$ cat config.mk
export PLATFORM = sky130hd
export DESIGN_NAME = reg_wr_req
export DESIGN_NICKNAME = d
export VERILOG_FILES = /design/src/rtl/reg_wr_req.sv
export SDC_FILE = /design/constraint.sdc
export NUM_CORES = 1
export LEC_CHECK = 0
export CAP_MARGIN = 20
export CORE_UTILIZATION = 59
export DETAILED_ROUTE_END_ITERATION = 12
export GPL_TIMING_DRIVEN = 0
export HOLD_SLACK_MARGIN = 0.02
export PLACE_DENSITY = 0.84
export RECOVER_POWER = 25
export SETUP_SLACK_MARGIN = 0.4
export SLEW_MARGIN = 10
export SYNTH_ARGS = -nofsm -noshare
export SYNTH_HDL_FRONTEND = slang
export SYNTH_SLANG_ARGS = --single-unit
$ cat constraint.sdc
create_clock -name clk -period 5 [get_ports clk]
set_clock_uncertainty 0.15 [all_clocks]
set_input_delay 1 -clock clk [delete_from_list [all_inputs] [get_ports clk]]
set_output_delay 1 -clock clk [all_outputs]
set_load 0.01 [all_outputs]
$ cat src/rtl/reg_wr_req.sv
// Write-request initiator: queues producer writes in a small FIFO and issues them
// one at a time on the arbiter req/ack channel. Optional abort-on-timeout via REQ_TIMEOUT_EN.
module reg_wr_req #(
    parameter int unsigned DEPTH   = 4,
    parameter int unsigned AW      = 2,
    parameter int unsigned TIMEOUT = 255
) (
    input  logic          clk,
    input  logic          rst,
    input  logic          wr_valid,
    output logic          wr_ready,
    input  logic [6:0]    wr_addr,
    input  logic [15:0]   wr_data,
    output logic          req,
    input  logic          ack,
    output logic [6:0]    addr,
    output logic [15:0]   dout,
    output logic [AW:0]   level,
    output logic          busy,
    output logic          timeout_err
);

    localparam int unsigned LW = AW + 1;
    localparam logic [AW:0] FULL_LEVEL = LW'(DEPTH);

    if (DEPTH < 2 || (DEPTH & (DEPTH - 1)) != 0 || DEPTH != (1 << AW)) begin : g_bad_depth
        $error("reg_wr_req: DEPTH must be a power of two >= 2 and equal 2**AW");
    end
    if (TIMEOUT < 1 || TIMEOUT > 255) begin : g_bad_timeout
        $error("reg_wr_req: TIMEOUT must be in 1..255");
    end

    typedef struct packed {
        logic [6:0]  addr;
        logic [15:0] data;
    } entry_t;

    typedef enum logic {IDLE, REQ} state_t;

    entry_t        mem [DEPTH];
    logic [AW-1:0] rd_ptr, wr_ptr;
    logic [AW:0]   level_q, level_d;
    state_t        state_q, state_d;
    logic          req_q, req_d;
    logic [6:0]    addr_q, addr_d;
    logic [15:0]   dout_q, dout_d;
    logic          push, pop;

`ifdef REQ_TIMEOUT_EN
    logic [7:0]    cnt_q, cnt_d;
    logic          terr_q, terr_d;
`endif

    assign push = wr_valid && wr_ready;

    // Next-state: issue the head entry from IDLE, hold it stable until ack (or abort)
    always_comb begin
        state_d = state_q;
        req_d   = req_q;
        addr_d  = addr_q;
        dout_d  = dout_q;
        pop     = 1'b0;
`ifdef REQ_TIMEOUT_EN
        cnt_d   = cnt_q;
        terr_d  = 1'b0;
`endif
        case (state_q)
            IDLE: begin
                if (level_q != '0) begin
                    pop     = 1'b1;
                    addr_d  = mem[rd_ptr].addr;
                    dout_d  = mem[rd_ptr].data;
                    req_d   = 1'b1;
                    state_d = REQ;
`ifdef REQ_TIMEOUT_EN
                    cnt_d   = '0;
`endif
                end
            end
            REQ: begin
                if (ack) begin
                    req_d   = 1'b0;
                    state_d = IDLE;
                end
`ifdef REQ_TIMEOUT_EN
                // ack has priority over the limit on the same edge
                else if (cnt_q == 8'(TIMEOUT - 1)) begin
                    req_d   = 1'b0;
                    terr_d  = 1'b1;
                    state_d = IDLE;
                end else begin
                    cnt_d   = cnt_q + 8'd1;
                end
`endif
            end
            default: state_d = IDLE;
        endcase
        level_d = level_q + LW'(push) - LW'(pop);
    end

    always_ff @(posedge clk or posedge rst) begin
        if (rst) begin
            state_q <= IDLE;
            req_q   <= 1'b0;
            addr_q  <= '0;
            dout_q  <= '0;
            level_q <= '0;
            rd_ptr  <= '0;
            wr_ptr  <= '0;
        end else begin
            state_q <= state_d;
            req_q   <= req_d;
            addr_q  <= addr_d;
            dout_q  <= dout_d;
            level_q <= level_d;
            if (push) wr_ptr <= wr_ptr + AW'(1);
            if (pop)  rd_ptr <= rd_ptr + AW'(1);
        end
    end

    // Storage needs no reset: occupancy is tracked by level/pointers
    always_ff @(posedge clk) begin
        if (push) mem[wr_ptr] <= '{addr: wr_addr, data: wr_data};
    end

`ifdef REQ_TIMEOUT_EN
    always_ff @(posedge clk or posedge rst) begin
        if (rst) begin
            cnt_q  <= '0;
            terr_q <= 1'b0;
        end else begin
            cnt_q  <= cnt_d;
            terr_q <= terr_d;
        end
    end
    assign timeout_err = terr_q;
`else
    assign timeout_err = 1'b0;
`endif

    assign wr_ready = (level_q != FULL_LEVEL);
    assign busy     = (level_q != '0) || req_q;
    assign req      = req_q;
    assign addr     = addr_q;
    assign dout     = dout_q;
    assign level    = level_q;

endmodule

# After elaboration in Yosys (flattened, before gate mapping)
# Memory sizes are Yosys's and may differ from the RTL's. A register that Yosys moved wholly into a read port is not among the register bits.
# Index checks and enable logic that the tools add are counted.
classes:
  mux: 9
  bitwise: 1
  add_sub_neg: 4
  eq_ne: 3
  n_reduce_logical: 5
ops:
  columns: ["op", "n"]
  rows:
  - ["1-bit two-way mux", 7]
  - ["2-bit by 1-bit adder with 2-bit output, second input constant", 2]
  - ["2-bit inequality test, second input constant", 2]
  - ["1-bit one-hot mux with 2 select lines", 2]
  - ["2-bit AND reduction", 2]
  - ["3-bit by 1-bit adder with 3-bit output", 1]
  - ["3-bit inequality test, second input constant", 1]
  - ["3-bit nonzero test", 1]
  - ["3-bit by 1-bit subtractor with 3-bit output", 1]
  - ["1-bit logical AND", 1]
  - ["1-bit logical OR", 1]
  - ["1-bit inverter", 1]
totals:
  word_cells: 28
  register_bits: 9
  mem_bits_rw: 92
  inputBits: 27
  n_memories: 1
mem_list:
  columns: ["name", "depth", "word_bits", "rd", "rd_clocked_by_memory_dff", "wr", "line", "source"]
  rows:
  - ["mem", 4, 23, 1, 1, 1, "40", "entry_t mem [DEPTH];"]

# Depth between registers and ports, before layout
logic_depth:
  word_depth: 4
  ltp_mapped: 10
  depth_no_buf: 10

# Worst setup path before layout
# Ideal clock, no wire load.
synth_path:
  kind: "input-to-reg"
  from: "input wr_valid"
  to: "register level_q[2], in the netlist level[2]"
  setup_slack_ns: 2.439
  arrival_ns: 2.281
  stages: 9
  path_buffers: 0
  setup_ns: 0.130
  path_cell_list: "and2_4 inv_1 ha_1 inv_1 ha_1 inv_1 fa_1 xnor2_1 xnor2_1"
synth_between:
  elab_chain_len: 3
synth_lines:
  columns: ["element", "line", "source"]
  rows:
  - ["from (decl)", "10", "input logic wr_valid,"]
  - ["1-bit logical AND", "54", "assign push = wr_valid && wr_ready;"]
  - ["3-bit by 1-bit adder with 3-bit output", "98", "level_d = level_q + LW'(push) - LW'(pop);"]
  - ["3-bit by 1-bit subtractor with 3-bit output", "98", null]
  - ["via level_d[2]", "42", "logic [AW:0] level_q, level_d;"]
  - ["to (signal assigned)", "115", "level_q <= level_d;"]
  - ["to (decl)", "42", null]
# The timed path passes the listed nets, and every way through them passes these cells.
# A chain may end at the register's enable or synchronous reset.

# Worst setup path in the final report
layout_path:
  from: "register level_q[1], in the netlist level[1]"
  to: "output busy"
layout_between:
  elab_chain_len: 2
layout_lines:
  columns: ["element", "line", "source"]
  rows:
  - ["3-bit nonzero test", "142", "assign busy = (level_q != '0) || req_q;"]
  - ["1-bit logical OR", "142", null]
  - ["to (decl)", "19", "output logic busy,"]
# No other way between the ends.

==> results.ini <==
[cells_and_area]
fillCellCount = 392
final_net_count = 325
drive_above_1_share = 0.280
final_common_cell = edfxtp_1
final_cell_mix = 92 x edfxtp_1, 36 x clkdlybuf4s50_1, 32 x dfrtp_1
final_area_mm2 = 0.00613
layout.cells.non_filler = 406
synthToLayoutAreaGrowth_pct = 27.9
antenna_cells = 0

[grt]
grt_usage = 0.224
grt_pass1_vias = 2396
antenna_found_initial = 0
grt_pass1_wl_um = 13200
grt_max_degree = 33
grt_overflow = 0

[routing]
m1WireLength_um = 3490
wl_met2_um = 4500
vias = 2288
detail_route.wl_per_cell_um = 21.0
totalWireLength_um = 8530
top_layer = met4
first_iter_violations = 131
drt-vias-per-instance = 5.64
dr.pass1.iters = 4
antenna_left = 0
drc = 0
route.met3.wl_um = 358

[placement]
placed_cells = 374
pre_cts_ws_ns = 1.81
placed_cell_area_mm2 = 0.00557
dp_hpwl_um = 5060
routabilityCongestion = 0.716
port_buffers = 55

[floorplanning]
start_util = 0.614
core_area_mm2 = 0.00781
dieArea_mm2 = 0.00849
io_pins = 57
row_count = 32
die_x_um = 92.1
chipHeight_um = 92.1

[yosys]
synth_cell_types = 27
ys_ff_latch = 124
yosys-top-cells-area = edfxtp_1 58%, dfrtp_1 17%, mux4_2 8.5%
synth_edf_count = 92
synth_top_area_frac = 0.576
syn_avg_cell_area_um2 = 22.5
synth_area_leader_cell = edfxtp_1
synth_warnings = 0
synth_ff_type = edfxtp_1
synth_fp_nets = 247
syn-cell-area_mm2 = 0.00479
synth-async-reset-ratio = 0.258
synth-seq-area-share = 0.743
postSynthCellCount = 213

[pwr]
power.total_mw = 4.01
pwr-share-seq = 0.386
power.share.switching = 0.269
power.ir.vdd_worst_mv = 0.344
internal_power_mw = 2.93
p_sw_mw = 1.08
cellLeakagePower_nw = 2.30
comb_power_share = 0.323
p_clk_frac = 0.290
cellPowerDensity_mw_per_mm2 = 654

[worst_setup_path]
worstPathCellList = nor3_1, nand2b_1, clkdlybuf4s50_1
crit_path_end_kind = output port
slowest_delay_ns = 0.61
path_class = flop to output port
worstPathArrival_ns = 2.16
crit_fanout = 5
cp-start-kind = flop
crit_buf_inv = 1
slowest_stage = nor3_1
worstPathRequired_ns = 3.85
critical_path.top_delay_family = simple AND/OR/NAND/NOR gates

[clock_network]
post_cts_buffers = 0
cts_buffer_depth = 2
clock-sinks = 124
clk_latency_ns = 0.52
clk_pin_slew_ns = 0.06
postCtsHoldBufs = 0
cts_resized = 0
cts_root_buffer = clkbuf_8
cts_buffers = 17
cts_tree = done
cts_max_level = 4

[timing]
final_max_slew_viol_count = 0
finalHoldViolations = 0
rsz0062_at_grt = false
post-route-min-period_ns = 3.31
finalCritPeriodShare = 0.663
worstMarginPinSlew_ns = 0.752
max-slew-margin-rel = 0.498
fmax_mhz = 302
worst_slack_ns = 1.69
setup_viol = 0
setup_tns_ns = 0

[hold_path]
min_path_type = flop to flop

[job]
max_cap_viol_count = 0

[outcome]
status = finished clean

[state kept, by name, summed over array words and instances (netlist names)]
name	cells
mem	92
dout	16
addr	7
level	3
rd_ptr	2
wr_ptr	2
req	1
state_q	1
[metrics by stage]
stage	hold WS (ns)	util
finish	0.361	0.785
global placement	0.329	0.701
CTS	0.364	0.786
global route	0.376	0.785
detailed placement	0.348	0.713
floorplan	0.359	-
[Yosys cell counts, types with 2 or more instances]
cell      count
inv_1         7
xor2_1        2
mux2_2        5
mux4_2       18
and3_1        4
buf_12        2
mux4_1        5
dfrtp_1      32
xnor2_1       3
buf_2         2
edfxtp_1     92
mux2_4       19
ha_1          6
buf_4         3
[final cells by class]
class / count / area, um2 / area share
Buffer: 9 / 87.6 / 0.0143
Clock buffer: 25 / 474 / 0.0773
Clock inverter: 7 / 91.3 / 0.0149
Inverter: 7 / 26.3 / 0.00429
Multi-Input combinational cell: 73 / 1110 / 0.181
Sequential cell: 124 / 3560 / 0.581
Tap cell: 102 / 128 / 0.0208
Timing Repair Buffer: 59 / 648 / 0.106
[final timing paths]
kind,from,endpoint,slack (ns),cells after the start
worst min register to register,addr[4],addr[4],0.36,1
worst max-delay path,level[1],busy,1.69,3
min in group asynchronous,rst,dout[0],0.78,2
worst min-delay path,addr[4],addr[4],0.36,1
max in group asynchronous,rst,dout[9],3.46,2
worst max register to register,level[1],level[2],2.03,10
[layer usage]
metal  GRT usage  vias up
li1            -     1002
met1       0.274     1188
met2       0.373       82
met3      0.0572       16
met4       0.112        0
met5           0        -
[power by group through the flow]
| stage | logic, mW | registers (mW) | clock network [mW] |
|---|---|---|---|
| 2_1_floorplan | 0.776 | 1.58 | 0 |
| 3_3_place_gp | 1.22 | 1.55 | 0 |
| 3_5_place_dp | 1.31 | 1.56 | 0 |
| 4_1_cts | 1.32 | 1.55 | 1.18 |
| 5_1_grt | 1.39 | 1.57 | 1.22 |
| 6_report | 1.30 | 1.55 | 1.16 |
[cells by family after synthesis]
family | count (synthesis) | share of synthesized area
mux | 48 | 0.185
xor+xnor | 5 | 0.00914
fa+ha+maj | 7 | 0.0198
simple gates | 11 | 0.0164
buf+inv | 16 | 0.0237
compound gates | 1 | 0.00157
other cells | 1 | 0.000782
flops | 124 | 0.743
[worst reg2reg max path, stage by stage (launching register included)]
cell	delay (ns)
dfrtp_1	0.45
nor3_1	0.61
nor2_2	0.22
buf_4	0.27
ha_1	0.29
inv_1	0.05
ha_1	0.13
inv_1	0.05
fa_1	0.37
xnor2_1	0.15
xnor2_1	0.13
(Power assumes the default switching activity.)
